### config.mk
export PLATFORM = sky130hd
export DESIGN_NAME = graphene_refresh_responder
export DESIGN_NICKNAME = d
export VERILOG_FILES = /design/src/rtl/graphene_refresh_responder.sv
export SDC_FILE = /design/constraint.sdc
export NUM_CORES = 1
export LEC_CHECK = 0
export CAP_MARGIN = 10
export CORE_ASPECT_RATIO = 1.5
export CORE_MARGIN = 3
export CORE_UTILIZATION = 61
export DETAILED_ROUTE_END_ITERATION = 8
export PLACE_DENSITY_LB_ADDON = 0.15
export SYNTH_ARGS = -nofsm -noshare
export SYNTH_HDL_FRONTEND = slang
export SYNTH_SLANG_ARGS = --single-unit
### constraint.sdc
create_clock -name clk -period 7.9 [get_ports clk]
set_clock_uncertainty 0.2 [all_clocks]
set_input_delay 0.79 -clock clk [delete_from_list [all_inputs] [get_ports clk]]
set_output_delay 0.79 -clock clk [all_outputs]
set_load 0.1 [all_outputs]
### src/rtl/graphene_refresh_responder.sv
// rtl/graphene_refresh_responder.sv - acknowledges tracker alerts, queues aggressor rows, issues neighbour refreshes
// Optional duplicate suppression against queued and in-flight rows: GRAPHENE_RESP_DEDUP_EN
module graphene_refresh_responder #(
  parameter int ADDRESS_SIZE  = 16,
  parameter int FIFO_DEPTH    = 4,
  parameter int BLAST_RADIUS  = 1,
  parameter int DROP_CNT_SIZE = 8
) (
  input  logic                     clk,
  input  logic                     reset,
  input  logic                     alert,
  input  logic [ADDRESS_SIZE-1:0]  ref_addr,
  output logic                     ref_read_en,
  output logic                     rfm_valid,
  output logic [ADDRESS_SIZE-1:0]  rfm_row,
  input  logic                     rfm_ready,
  output logic                     busy,
  output logic                     fifo_full,
  output logic [DROP_CNT_SIZE-1:0] drop_cnt
);

  localparam int PW = $clog2(FIFO_DEPTH);
  localparam logic [3:0] OFF_START = 4'(-BLAST_RADIUS);
  localparam logic [3:0] OFF_END   = 4'(BLAST_RADIUS);

  typedef enum logic {IDLE, ISSUE} state_t;

  state_t                  state, state_next;
  logic [ADDRESS_SIZE-1:0] mem [FIFO_DEPTH];
  logic [PW:0]             wr_ptr, rd_ptr;
  logic                    guard;
  logic [ADDRESS_SIZE-1:0] aggr_q;
  logic [3:0]              offset;
  logic [ADDRESS_SIZE:0]   cand;
  logic                    in_range, empty, capture, dup, push, drop, pop;

  assign empty     = (wr_ptr == rd_ptr);
  assign fifo_full = (wr_ptr[PW] != rd_ptr[PW]) && (wr_ptr[PW-1:0] == rd_ptr[PW-1:0]);
  assign busy      = !empty || (state != IDLE);

  // The pulse and the guard cycle after it block re-sampling of a still-high alert.
  assign capture = alert && !ref_read_en && !guard;

`ifdef GRAPHENE_RESP_DEDUP_EN
  logic [PW:0] count;
  assign count = wr_ptr - rd_ptr;

  always_comb begin
    dup = (state == ISSUE) && (aggr_q == ref_addr);
    for (int i = 0; i < FIFO_DEPTH; i++) begin
      if (((PW+1)'(i) < count) && (mem[rd_ptr[PW-1:0] + PW'(i)] == ref_addr))
        dup = 1'b1;
    end
  end
`else
  assign dup = 1'b0;
`endif

  assign push = capture && !fifo_full && !dup;
  assign drop = capture && fifo_full && !dup;

  // One extra bit flags candidates below 0 or above the top row.
  assign cand     = {1'b0, aggr_q} + {{(ADDRESS_SIZE-3){offset[3]}}, offset};
  assign in_range = !cand[ADDRESS_SIZE];

  always_comb begin
    state_next = state;
    pop        = 1'b0;
    rfm_valid  = 1'b0;
    rfm_row    = '0;
    unique case (state)
      IDLE: begin
        if (!empty) begin
          pop        = 1'b1;
          state_next = ISSUE;
        end
      end
      ISSUE: begin
        rfm_valid = in_range;
        rfm_row   = cand[ADDRESS_SIZE-1:0];
        if ((!in_range || rfm_ready) && (offset == OFF_END))
          state_next = IDLE;
      end
      default: state_next = IDLE;
    endcase
  end

  always_ff @(posedge clk) begin
    if (push)
      mem[wr_ptr[PW-1:0]] <= ref_addr;
  end

  always_ff @(posedge clk) begin
    if (reset) begin
      state       <= IDLE;
      wr_ptr      <= '0;
      rd_ptr      <= '0;
      guard       <= 1'b0;
      ref_read_en <= 1'b0;
      drop_cnt    <= '0;
      aggr_q      <= '0;
      offset      <= '0;
    end else begin
      state       <= state_next;
      ref_read_en <= capture;
      guard       <= ref_read_en;
      if (push)
        wr_ptr <= wr_ptr + 1'b1;
      if (drop && (drop_cnt != '1))
        drop_cnt <= drop_cnt + 1'b1;
      if (pop) begin
        aggr_q <= mem[rd_ptr[PW-1:0]];
        rd_ptr <= rd_ptr + 1'b1;
        offset <= OFF_START;
      end else if ((state == ISSUE) && (!in_range || rfm_ready)) begin
        // Offset zero is the aggressor itself and is never refreshed.
        offset <= (offset == 4'hF) ? 4'd1 : offset + 4'd1;
      end
    end
  end

endmodule

==> results.md, run 1 <==
Outcome:
- The run finished with clean final reports.

Worst hold path:
- The min-delay analysis places its worst path in the category flip-flop to flip-flop.
- In this run the most critical hold path is launched from aggr_q[4]$_SDFFE_PP0P_.
- The instance count along the most critical hold path is 2.
- The worst-case hold path end point is aggr_q[4]$_SDFFE_PP0P_.

STA:
- For the finished layout, the period the worst path requires is 5.30 ns.
- The final count of pins violating max slew was 0.
- The total negative slack for setup checks is 0 ns.
- The slew of the pin with the lowest slew margin is just under 1 ns.
- The normalized max-slew margin is 34.3%.
- In the finished design, the share of the clock period the worst path needs comes to 67.1%.
- The setup-violating endpoint count in the final report is 0.
- The top achievable clock speed is 189 MHz.
- Setup repair after global routing left no endpoint under its margin.
- The total count of hold-check failures in the final report was 0.

CTS:
- Gates resized during post-CTS repair numbered 0.
- CTS saw slightly above 100 sinks.
- The later pin in the worst-skew pair is clocked with a latency of 0.34 ns.
- The post-CTS clock slew at the launch and capture registers of the worst setup and hold paths is 0.07 ns.
- The number of clock buffers inserted by TritonCTS is 9.
- TritonCTS built the clock tree.
- After clock tree synthesis, the setup repair step added 0 buffers.
- The level count of the clock H-tree is 3.
- After clock tree synthesis, the flow added hold-fix buffers numbering 0.
- The clock passes through at most 2 buffers.
- The tree is rooted in a sky130_fd_sc_hd__clkbuf_16.

Drt:
- The DRC marker count from the first detailed-route iteration is 151.
- Summing over every cut layer, the via total after detailed routing is 3340.
- In this run the remaining antenna-violating nets after routing total 0.
- In the routed design, unresolved DRC markers number 0.
- The mean number of vias per cell is 5.93.
- The aggregate routed wire length is 9710 um.
- The first detailed-routing pass took 4 iterations.
- In the final routed layout, each cell accounts on average for around 17 um.

Synthesis:
- Of the total synthesized cell area, the portion taken by full adders, half adders and majority gates is 6.57%.
- The cell count after synthesis is 411.
- Counting flops with a built-in enable in the synthesized netlist gives 64.
- The fraction of registers with async set/reset is 0%.
- The largest family of logic cells by synthesized area is simple AND/OR/NAND/NOR gates.
- The synthesized design contains 101 register bits.
- Summing every instance area after synthesis gives 4870 sq um.
- The mean instance size in the synthesized netlist is 11.9 sq um.
- The count of unique library cells instantiated by Yosys is 50.
- The compound-gate portion of the synthesized area is 11.1%.
- The simple-gate share of the synthesized area is 13.0%.
- The XOR/XNOR share of the synthesized area is 3.77%.
- The portion of the post-synthesis area used by sequential elements is between 50% and 60%.
- When the netlist entered floorplanning its net count stood at 456.
- The count of warnings emitted by yosys is 0.
- After synthesis, the share of cell area in mux cells is 8.63%.
- Among all flip-flop cells after synthesis, the most frequent one is sky130_fd_sc_hd__edfxtp_1.

Critical path:
- The number of buffers and inverters on the critical path is 1.
- Of all nets on the critical path, the largest fanout is 26.
- The startpoint of the most critical register-to-register path is rd_ptr[1]$_SDFFE_PP0P_.
- The path depth of the worst reg2reg path is 4.
- In this design, the stage delay of the slowest critical-path cell is 1.14 ns.
- Data on the critical path is required at its endpoint by 6.91 ns.
- STA classifies the critical path startpoint as a flip-flop.
- The internal reg-to-reg setup slack is 4.67 ns.
- Among cell families on the critical path, the largest total delay comes from buffers and inverters.
- The data arrival time at the worst-slack endpoint is approximately 4.3 ns.
- The cell at the slowest stage of the critical path is sky130_fd_sc_hd__clkdlybuf4s50_1.
- The kind of critical path is flip-flop to primary output.
- STA classifies the critical path endpoint as a primary output.
- The endpoint of the most critical register-to-register path is mem[3][4]$_DFFE_PP_.
- Walking the worst path, the cells encountered are ha_1 > o21ai_0 > nor3_2 > o211ai_1 > a21boi_0 > a221oi_1 > mux2i_1 > clkdlybuf4s50_1.

Final layout:
- The fraction of layout instances using a drive strength above 1 is 9.11%.
- The repair_antennas step left the layout with diodes totalling 0.
- The filler cell count is approximately 550.
- Cells fill ~74% of the core in the end.
- Compared with the post-synthesis result, the final layout area differs by 17.6%.
- The area of all sequential standard cells is 2660 sq um.
- The number of nets at the end of the flow is about 500.
- The area occupied by multi-input gates is 2100 sq um.

Placement:
- At the end of routability-driven placement, the weighted congestion stood at 0.806.
- The quantity of I/O buffers inserted on ports is between 40 and 50.
- Detailed placement ended at an HPWL of 6370 um.

Global route:
- The initial antenna violation count is 0.
- The leftover overflow at the end of global routing is 0.
- The first global-routing pass estimated 15900 um of wire.
- The number of global-route vias before repair was 3245.
- The overall routing resource usage is 23.0%.
- Entering global routing, the biggest net connects 37 pins.

Die:
- The die footprint is about 9100 sq um.
- In this run the standard cell core region covers 7710 sq um.
- Once the floorplan was initialized, standard cells occupied 63.2% of the core.
- Pin placement for this block handled 48 I/O pins.
- The floorplan has 39 rows.
- The floorplan die height is approximately 120 um.
- In this run the horizontal extent of the chip is between 70 and 80 um.

Flow run:
- The max-capacitance violation count is 0.

Power:
- Summed over all cells, the static leakage comes to around 2.1 nW.
- The combinational power share is 43.9%.
- The internal portion of the total power is 0.00120 W.
- The power share of the sequential group is 34.0%.
- The power spent charging and discharging nets is 0.000878 W.
- For this design the ratio of total power to cell area is approximately 360 nW/um^2.
- The worst supply voltage drop on vdd is around 210 uV.
- The switching power as a share of total power is around 42%.
- The share of power burned in the clock network is roughly 22%.
cell usage after synthesis, types with 4 or more instances:
| cell type | number | area share [%] |
|---|---|---|
| sky130_fd_sc_hd__ha_1 | 24 | 6.2 |
| sky130_fd_sc_hd__nand4_1 | 6 | 0.77 |
| sky130_fd_sc_hd__clkbuf_1 | 12 | 0.92 |
| sky130_fd_sc_hd__a211oi_1 | 6 | 0.92 |
| sky130_fd_sc_hd__nor2_1 | 35 | 2.7 |
| sky130_fd_sc_hd__inv_1 | 8 | 0.62 |
| sky130_fd_sc_hd__nand2_1 | 52 | 4.0 |
| sky130_fd_sc_hd__o21a_1 | 5 | 0.77 |
| sky130_fd_sc_hd__a21o_1 | 4 | 0.62 |
| sky130_fd_sc_hd__nor3_1 | 7 | 0.72 |
| sky130_fd_sc_hd__edfxtp_1 | 64 | 39 |
| sky130_fd_sc_hd__nand3_1 | 6 | 0.62 |
| sky130_fd_sc_hd__xor2_1 | 10 | 1.8 |
| sky130_fd_sc_hd__a31oi_1 | 5 | 0.64 |
| sky130_fd_sc_hd__and3_1 | 7 | 0.90 |
| sky130_fd_sc_hd__dfxtp_1 | 37 | 15 |
| sky130_fd_sc_hd__and2_1 | 6 | 0.77 |
| sky130_fd_sc_hd__mux4_2 | 16 | 7.4 |
| sky130_fd_sc_hd__o21bai_1 | 4 | 0.62 |
| sky130_fd_sc_hd__a21oi_1 | 29 | 3.0 |
| sky130_fd_sc_hd__xnor2_1 | 11 | 2.0 |
| sky130_fd_sc_hd__mux2i_1 | 6 | 1.2 |
| sky130_fd_sc_hd__o21ai_0 | 9 | 0.92 |
worst max-delay path by stage:
stage                            from          end  slack (ns)  depth (start not counted)
2_1_floorplan  offset[0]$_SDFFE_PP0P_  rfm_row[10]        3.12                          7
3_3_place_gp   offset[3]$_SDFFE_PP0P_  rfm_row[14]        3.10                          8
3_5_place_dp   offset[3]$_SDFFE_PP0P_  rfm_row[14]        3.02                          8
4_1_cts        offset[3]$_SDFFE_PP0P_  rfm_row[14]        2.62                          8
5_1_grt        offset[3]$_SDFFE_PP0P_  rfm_row[14]        2.35                          8
6_report       offset[3]$_SDFFE_PP0P_  rfm_row[14]        2.60                          8
kinds of logic (layout without fill, tap and decap cells):
| kind of cell | Yosys count | after routing |
|---|---|---|
| DFF | 101 | 101 |
| AOI/OAI and AO/OA | 81 | 81 |
| and+or+nand+nor | 136 | 136 |
| adders and majority gates | 25 | 25 |
| muxes | 22 | 22 |
| buffers and inverters | 25 | 75 |
| xor gates and xnor gates | 21 | 21 |
per-stage QoR:
stage / hold WS, ns / std cells / worst slack [ns] / cell area, sq um / total power, W
after floorplan: 0.240 / 411 / 3.12 / 4870 / 0.00143
after global placement: 0.249 / 547 / 3.10 / 5420 / 0.00161
after detailed placement: 0.254 / 547 / 3.02 / 5420 / 0.00163
after CTS: 0.263 / 563 / 2.62 / 5730 / 0.00209
after global routing: 0.279 / 563 / 2.35 / 5730 / 0.00219
final: 0.262 / 563 / 2.60 / 5730 / 0.00208
sequential cells by signal, indices dropped and copies added, names as in the netlist:
register and flops:
mem 64, aggr_q 16, drop_cnt 8, offset 4, rd_ptr 3, wr_ptr 3, guard 1, ref_read_en 1
state 1
power groups by stage:
stage | sequential [W] | clock (W) | combinational [W]
2_1_floorplan | 0.000677 | 0 | 0.000752
3_3_place_gp | 0.000716 | 0 | 0.000894
3_5_place_dp | 0.000719 | 0 | 0.000910
4_1_cts | 0.000708 | 0.000464 | 0.000915
5_1_grt | 0.000719 | 0.000485 | 0.000987
6_report | 0.000709 | 0.000459 | 0.000913
per-layer routing:
layer  global-route usage [%]  wire length [um]  part of all wire [%]  vias to the layer above
met4                     9.17               184                   1.9                        0
met5                        0                 0                     0                        -
li1                         -                 -                     -                     1621
met3                     3.81               308                   3.2                       15
met1                     27.6              3890                    40                     1619
met2                     41.0              5320                    55                       85
final cells by class:
cell class / instances / area share [%]
Multi-Input combinational cell: 285 / 36.6
Inverter: 9 / 0.589
Clock buffer: 10 / 3.99
Clock inverter: 6 / 1.53
Timing Repair Buffer: 50 / 8.60
Sequential cell: 101 / 46.4
Tap cell: 102 / 2.23
worst reg2reg max path, delay by kind of cell, from the launching register on:
family / cells / cell delay [ns]
AND/OR/NAND/NOR: 3 / 1.41
XOR/XNOR: 1 / 0.28
flip-flops: 1 / 0.95
cells in the final DEF (no fill, tap or decap), types with 3 or more instances in the layout:
| master | count |
|---|---|
| sky130_fd_sc_hd__xor2_1 | 10 |
| sky130_fd_sc_hd__buf_4 | 3 |
| sky130_fd_sc_hd__or3_1 | 3 |
| sky130_fd_sc_hd__nor2_1 | 35 |
| sky130_fd_sc_hd__ha_1 | 24 |
| sky130_fd_sc_hd__mux2i_1 | 6 |
| sky130_fd_sc_hd__o21a_1 | 5 |
| sky130_fd_sc_hd__edfxtp_1 | 64 |
| sky130_fd_sc_hd__clkdlybuf4s50_1 | 47 |
| sky130_fd_sc_hd__xnor2_1 | 11 |
| sky130_fd_sc_hd__mux4_2 | 16 |
| sky130_fd_sc_hd__o21ai_0 | 9 |
| sky130_fd_sc_hd__inv_1 | 8 |
| sky130_fd_sc_hd__nor3_1 | 7 |
| sky130_fd_sc_hd__nand4_1 | 6 |
| sky130_fd_sc_hd__nand3_1 | 6 |
| sky130_fd_sc_hd__a21oi_1 | 29 |
| sky130_fd_sc_hd__nor2b_1 | 3 |
| sky130_fd_sc_hd__dfxtp_1 | 37 |
| sky130_fd_sc_hd__a211oi_1 | 6 |
| sky130_fd_sc_hd__a21o_1 | 4 |
| sky130_fd_sc_hd__o21bai_1 | 4 |
| sky130_fd_sc_hd__clkbuf_16 | 9 |
| sky130_fd_sc_hd__a31oi_1 | 5 |
| sky130_fd_sc_hd__nand2_1 | 52 |
| sky130_fd_sc_hd__and3_1 | 7 |
| sky130_fd_sc_hd__and2_1 | 6 |
| sky130_fd_sc_hd__nand2b_1 | 3 |
Note: power is estimated with default switching activity, not from simulation.
==> inputs of run 2 (changes only) <==
CORE_UTILIZATION = 57   (was 61)
clock period = 5.02 ns   (was 7.9 ns; I/O delays follow)
==> run 2 against run 1 <==
- utilization down 4.5 points
- sequential share of layout area up 0.30 points
- final area shrank 0.63%
- first-iteration DRC count did not move
- register-to-register slack worse by 2.6 ns
- die area is 6.6% higher
- critical path type unchanged
- highest routed layer unchanged
==> results.md, run 2 (synthesized netlist as in run 1, its figures left out) <==
Drt:
- The average wire per cell in the routed design is 16.5 um (-4.2%).
- The number of nets still failing antenna checks after routing was 0 (unchanged).
- The aggregate routed wire length came to 9390 um (-3.2%).
- The total via count in the routed design is 3328 (-0.36%).
- The count of unresolved DRC violations after routing is 0 (unchanged).
- The number of iterations in the first detailed-routing pass came to 4 (unchanged).
- The DRC marker count from the first detailed-route iteration is 151 (unchanged).
- The mean number of vias per cell is 5.85 (-1.4%).

CTS:
- The post-CTS clock slew at the launch and capture registers of the worst setup and hold paths is 0.06 ns (about the same).
- The total clock sinks came to 101 (unchanged).
- The level count of the clock H-tree came to 3 (unchanged).
- The tree is rooted in a sky130_fd_sc_hd__clkbuf_16.
- The maximum number of buffers from clock root to sink is 2 (unchanged).
- The clock latency of the later-clocked register in the worst-skew pair was 0.34 ns (about the same).
- The number of buffers inserted by hold repair at cts is 0 (unchanged).
- The number of clock buffers inserted by TritonCTS is 9 (unchanged).
- The number of setup buffers added after CTS is 0 (unchanged).
- The clock tree from TritonCTS is done.
- The number of instances resized during post-cts repair is 0 (unchanged).

STA:
- The total negative slack for setup checks is 0 ns (unchanged).
- Setup repair after global routing left no endpoint under its margin.
- The total count of hold-check failures in the final report came to 0 (unchanged).
- The setup-violating endpoint count in the final report is 0 (unchanged).
- The top achievable clock speed is roughly 250 MHz.
- The portion of the clock cycle consumed by the worst path in the final layout is 79.9%.
- The final count of pins violating max slew was 0 (unchanged).
- The normalized max-slew margin was 33.4% (-0.98 points).
- The slew of the pin with the lowest slew margin was 0.996 ns (+0.0146 ns).
- The worst hold slack after final layout is 0.262 ns (-0.000441 ns).
- Subtracting the final worst setup slack from the clock period gives between 4 and 5 ns.

Die:
- The row count is 40 (+2.6%).
- The die footprint is 9720 sq um (+6.6%).
- The effective utilization at floorplan is 59.7% (-3.5 points).
- The total core area is 8160 sq um (+5.8%).
- The floorplan die height was 119 um (+3.3%).
- The die span in x is 81.5 um (+3.2%).
- The number of top-level pins is 48 (unchanged).

Critical path:
- The maximum cell stage delay along the critical path was 1.13 ns (about the same).
- The critical path goes through ha_1 > a211oi_1 > o21bai_1 > a21oi_1 > xnor2_1 > nor2_1 > clkdlybuf4s50_1.
- The slowest stage of the critical path belongs to the cell sky130_fd_sc_hd__clkdlybuf4s50_1.
- The endpoint class of the critical path is a primary output.
- The kind of critical path is flip-flop to primary output.
- The buffer and inverter count on the worst path is 1 (unchanged).
- The maximum fanout along the worst path is 8 (-69%).
- The worst setup path is launched from a flip-flop.
- The data required time at the worst endpoint came to 4.32 ns (-2.59 ns).
- Broken down by cell family, the worst path's largest delay share belongs to buffers and inverters.
- The data arrival time at the worst-slack endpoint is 3.31 ns (-1.00 ns).

Final layout:
- The flip-flop count of the largest register, all copies and words added is 64 (unchanged).
- Leaving out fill and tap cells, the most frequent cell in the layout is sky130_fd_sc_hd__edfxtp_1.
- The final cell area excluding filler cells is 5700 sq um (-0.63%).
- The antenna diode count is 0 (unchanged).
- The library cells used most frequently in the layout, excluding fill and tap cells, are 64 x sky130_fd_sc_hd__edfxtp_1, 52 x sky130_fd_sc_hd__nand2_1, 37 x sky130_fd_sc_hd__dfxtp_1, 37 x sky130_fd_sc_hd__clkdlybuf4s50_1, 35 x sky130_fd_sc_hd__nor2_1.
- From synthesis to final layout, the design area changed by 16.9%.
- The number of nets at the end of the flow is 504 (+0.60%).
- The fraction of layout instances using a drive strength above 1 is 11.0% (+1.9 points).
- The filler cell count is 598 (+8.5%).

Global route:
- The maximum number of pins on one net before global-route repair is 37 (unchanged).
- The initial antenna violation count is 0 (unchanged).
- The global-route wire length before repair is 15700 um (-1.7%).
- The leftover overflow at the end of global routing is 0 (unchanged).
- The overall routing resource usage is 21.1% (-1.8 points).
- The number of global-route vias before repair is 3300 (+1.7%).

Power:
- The combinational power share is 45.9% (+2.0 points).
- The overall power is 0.00321 W (+54%).
- The power spent charging and discharging nets is 0.00136 W (+55%).
- The share of power burned in the clock network came to 20.3% (-1.8 points).
- The power density over the cells was 563 nW/um^2 (+55%).
- The switching power as a share of total power came to 42.5% (+0.30 points).
- The leakage power of the design is 2.08 nW (+0.59%).
- The total internal power is 0.00184 W (+53%).
- The worst supply voltage drop on vdd is 353 uV (+71%).
- The power share of the sequential group is 33.8% (-0.2 points).

Flow run:
- The max-capacitance violation count was 0 (unchanged).

Outcome:
- The flow ran to the end, and the final reports show no timing, DRC or antenna violations.

Placement:
- The placed standard-cell area is 5420 sq um (about the same).
- The placed wire-length estimate after detailed placement is 6700 um (+5.1%).
- The quantity of I/O buffers inserted on ports is 47 (unchanged).
- The final weighted congestion in routability-driven placement came to 0.885 (+9.9%).

Worst hold path:
- The type of the tightest min-delay check is flip-flop to flip-flop.
[run 2: cell types whose count changed in the layout (fill, tap and decap cells not counted)]
cell	delta
sky130_fd_sc_hd__buf_4	+13
sky130_fd_sc_hd__clkinv_2	-1
sky130_fd_sc_hd__bufinv_16	-1
sky130_fd_sc_hd__clkinv_4	-2
sky130_fd_sc_hd__clkdlybuf4s50_1	-10
sky130_fd_sc_hd__clkbuf_1	+4
[run 2: final timing paths]
| kind | startpoint | endpoint | slack, ns | cells after the start |
|---|---|---|---|---|
| worst max-delay path | offset[1]$_SDFFE_PP0P_ | rfm_row[5] | 1.01 | 7 |
| worst min-delay path | aggr_q[4]$_SDFFE_PP0P_ | aggr_q[4]$_SDFFE_PP0P_ | 0.26 | 2 |
| worst max register to register | offset[3]$_SDFFE_PP0P_ | state$_SDFF_PP0_ | 2.06 | 8 |
| worst min register to register | aggr_q[4]$_SDFFE_PP0P_ | aggr_q[4]$_SDFFE_PP0P_ | 0.26 | 2 |
[run 2: layer usage]
layer / part of all wire (%) / routed length, um / GRT usage [%]
met5: 0 / 0 / 0
met4: 2.7 / 255 / 9.83
met3: 3.1 / 293 / 3.78
met2: 53 / 4970 / 35.9
met1: 41 / 3870 / 25.3
[run 2: power by group through the flow]
stage,clock network [W],registers [W],logic [W]
2_1_floorplan,0,0.00107,0.00118
3_3_place_gp,0,0.00109,0.00145
3_5_place_dp,0,0.00110,0.00147
4_1_cts,0.000662,0.00108,0.00148
5_1_grt,0.000697,0.00110,0.00160
6_report,0.000652,0.00108,0.00147
[run 2: worst register-to-register path: cells and delay by family (launching register included)]
family                   cells  cell delay, ns
adder cells (fa/ha/maj)      1            0.33
flip-flops                   1            0.46
AND/OR/NAND/NOR              1            0.12
buffers and inverters        1            0.30
AO/OA/AOI/OAI                5            1.44
[run 2: stage by stage]
step / setup WS [ns] / instances / util, %
6_report: 1.01 / 569 / 69.8
5_1_grt: 0.791 / 569 / 69.8
4_1_cts: 1.01 / 569 / 69.8
3_5_place_dp: 1.39 / 553 / 66.4
3_3_place_gp: 1.49 / 553 / 66.4
2_1_floorplan: 0.531 / 411 / -
[run 2: area by class of cell]
class / instances / area (sq um) / area share, %
clock inverter: 2 / 35.0 / 0.615
inverter: 9 / 33.8 / 0.593
timing repair buffer: 53 / 490 / 8.61
multi-input combinational: 285 / 2100 / 36.9
sequential: 101 / 2660 / 46.7
tap: 105 / 131 / 2.31
clock buffer: 14 / 244 / 4.28
==> inputs of run 3 (changes only) <==
clock period = 3.8 ns   (was 5.02 ns; I/O delays follow)
==> run 3 against run 2 <==
- critical path depth increased by 2
- worst hold slack about the same
- clock power increased by 64%
- utilization increased by 2.5 points
- wire length decreased by 0.86%
- sequential power increased by 32%
- flip-flop and latch count unchanged
- setup slack got worse by 0.84 ns
- critical path type unchanged
- critical endpoint is now rfm_row[15]
- largest cell class unchanged
- largest power group unchanged
- highest routed layer unchanged
==> results.md, run 3 (synthesized netlist as in run 1, its figures left out) <==
Global route:
- The most utilized layer in the global route result is met2.
- The maximum number of pins on one net before global-route repair came to 37 (unchanged).
- The number of global-route vias before repair came to 3317 (+0.52%).
- The fraction of met1 tracks used by global routing is 23.4% (-2.0 points).
- The met3 capacity usage during global routing was 4.46% (+0.68 points).
- The initial antenna violation count is 0 (unchanged).
- The global-route met2 utilization came to 36.8% (+0.92 points).
- The global-route wire length before repair was 15500 um (-1.1%).
- The leftover overflow at the end of global routing was 0 (unchanged).
- The overall routing resource usage is 21.0% (-0.092 points).

STA:
- The portion of the clock cycle consumed by the worst path in the final layout is between 90% and 100%.
- The normalized max-slew margin is 34.0% (+0.60 points).
- For this run, the top clock speed supported by timing is 276 MHz.
- The final count of pins violating max slew came to 0 (unchanged).
- The setup-violating endpoint count in the final report is 0 (unchanged).
- The slew of the pin with the lowest slew margin is 0.987 ns (-0.00898 ns).
- The minimum clock period after layout is 3.63 ns.
- The total count of hold-check failures in the final report is 0 (unchanged).
- The final worst slack was 0.171 ns (-0.839 ns).

Placement:
- The worst slack at placement came to 0.416 ns (-0.978 ns).
- The quantity of I/O buffers inserted on ports is 47 (unchanged).
- The placed wire-length estimate after detailed placement is 6690 um (about the same).
- The final weighted congestion in routability-driven placement is 0.880 (-0.55%).

CTS:
- TritonCTS built the clock tree.
- The level count of the clock H-tree is 3 (unchanged).
- The post-CTS clock slew at the launch and capture registers of the worst setup and hold paths is 0.06 ns (about the same).
- The number of setup buffers added after CTS was 0 (unchanged).
- The number of clock buffers inserted by TritonCTS is 9 (unchanged).
- The number of buffers inserted by hold repair at cts is 0 (unchanged).
- The maximum number of buffers from clock root to sink was 2 (unchanged).
- The total clock sinks is 101 (unchanged).
- The clock latency of the later-clocked register in the worst-skew pair was 0.33 ns (about the same).
- The cell at the root of the clock tree is sky130_fd_sc_hd__clkbuf_16.

Critical path:
- The endpoint class of the critical path is a primary output.
- The data arrival time at the worst-slack endpoint is 3.05 ns (-0.26 ns).
- The kind of launch point of the worst setup path is a flip-flop.
- The maximum fanout along the worst path came to 21 (+13).
- The setup path with the least slack is of type flip-flop to primary output.
- The data required time at the worst endpoint is 3.22 ns (-1.10 ns).

Power:
- The worst supply voltage drop on vdd is 592 uV (+68%).
- The overall power came to 0.00454 W (+42%).
- The power density over the cells is 770 nW/um^2 (+37%).
- The leakage power of the design is 2.16 nW (+4.2%).

Die:
- The number of top-level pins is 48 (unchanged).
- The die footprint is 9720 sq um (unchanged).
- The floorplan die height is 119 um (unchanged).
- The die span in x was 81.5 um (unchanged).
- The total core area is 8160 sq um (unchanged).
- The effective utilization at floorplan is 59.7% (unchanged).
- The row count is 40 (unchanged).

Outcome:
- The run finished with clean final reports.

Final layout:
- The fraction of layout instances using a drive strength above 1 is 15.7% (+4.7 points).
- The final core utilization is 72.3% (+2.5 points).
- The area growth from synthesis to layout is 21.1%.
- The most common cell after layout, fill and taps aside is sky130_fd_sc_hd__edfxtp_1.
- Leaving out fill and tap cells, the most frequent cells in the layout are 64 x sky130_fd_sc_hd__edfxtp_1, 52 x sky130_fd_sc_hd__nand2_1, 37 x sky130_fd_sc_hd__dfxtp_1, 35 x sky130_fd_sc_hd__nor2_1, 29 x sky130_fd_sc_hd__a21oi_1.
- The number of nets at the end of the flow is 506 (+0.40%).
- The flip-flop count of the largest register, all copies and words added is 64 (unchanged).
- The antenna diode count is 0 (unchanged).
- The filler cell count is 556 (-7.0%).

Drt:
- The number of nets still failing antenna checks after routing is 0 (unchanged).
- The DRC marker count from the first detailed-route iteration came to 162 (+7.3%).
- The number of iterations in the first detailed-routing pass was 5 (+1).
- The aggregate routed wire length was 9310 um (-0.86%).
- The mean number of vias per cell is 5.81 (-0.59%).
- The count of unresolved DRC violations after routing was 0 (unchanged).
- The average wire per cell in the routed design is 16.3 um (-1.2%).
- The total via count in the routed design came to 3320 (-0.24%).

Worst hold path:
- In this run the worst hold path is classified as flip-flop to flip-flop.

Flow run:
- The max-capacitance violation count is 0 (unchanged).
run 3: cell type report:
cell class / instances / area (sq um) / share of cell area (%)
Sequential cell: 101 / 2660 / 45.1
Multi-Input combinational cell: 285 / 2130 / 36.1
Timing Repair Buffer: 55 / 583 / 9.88
Clock buffer: 9 / 225 / 3.82
Clock inverter: 7 / 138 / 2.33
Tap cell: 105 / 131 / 2.23
Inverter: 9 / 33.8 / 0.572
run 3: worst max-delay path, stage by stage, from the launching register on:
cell and delay, ns:
sky130_fd_sc_hd__dfxtp_1 0.37, sky130_fd_sc_hd__buf_4 0.23, sky130_fd_sc_hd__ha_1 0.32, sky130_fd_sc_hd__or3_1 0.34, sky130_fd_sc_hd__a211oi_1 0.24, sky130_fd_sc_hd__o21a_1 0.20
sky130_fd_sc_hd__a211oi_1 0.09, sky130_fd_sc_hd__a311oi_1 0.40, sky130_fd_sc_hd__mux2i_2 0.31, sky130_fd_sc_hd__buf_12 0.21
run 3: where the power goes:
part	switching, W	internal, W	leakage [nW]
registers	0.000122	0.00130	0.887
logic	0.00135	0.000699	1.10
clock network	0.000361	0.000706	0.175
total	0.00183	0.00271	2.16
run 3: metrics by stage:
stage	hold WS, ns	TNS [ns]	cell area [sq um]	instances
final	0.262	0	5900	571
after global routing	0.290	-0.00570	5900	571
after CTS	0.264	0	5900	571
after detailed placement	0.255	0	5530	555
after global placement	0.248	0	5530	555
after floorplan	0.240	0	4900	411
run 3: path summary, 6_finish.rpt:
path | cells past startpoint | startpoint | slack, ns | endpoint
setup / recovery | 9 | offset[3]$_SDFFE_PP0P_ | 0.17 | rfm_row[15]
hold / removal | 2 | aggr_q[2]$_SDFFE_PP0P_ | 0.26 | aggr_q[2]$_SDFFE_PP0P_
setup reg to reg | 8 | offset[3]$_SDFFE_PP0P_ | 0.90 | state$_SDFF_PP0_
hold reg to reg | 2 | aggr_q[2]$_SDFFE_PP0P_ | 0.26 | aggr_q[2]$_SDFFE_PP0P_
run 3: metal layers:
layer  up-vias  part of all wire, %  wire [um]
met5         -                    0          0
met1      1587                   38       3540
li1       1629                    -          -
met3        22                  3.8        354
met2        82                   55       5110
met4         0                  3.3        306
run 3: repair_timing:
item / in CTS / in global routing
resized for setup: 0 / 2
endpoints found under the setup margin: 0 / 1
hold endpoints to repair: 0 / 0
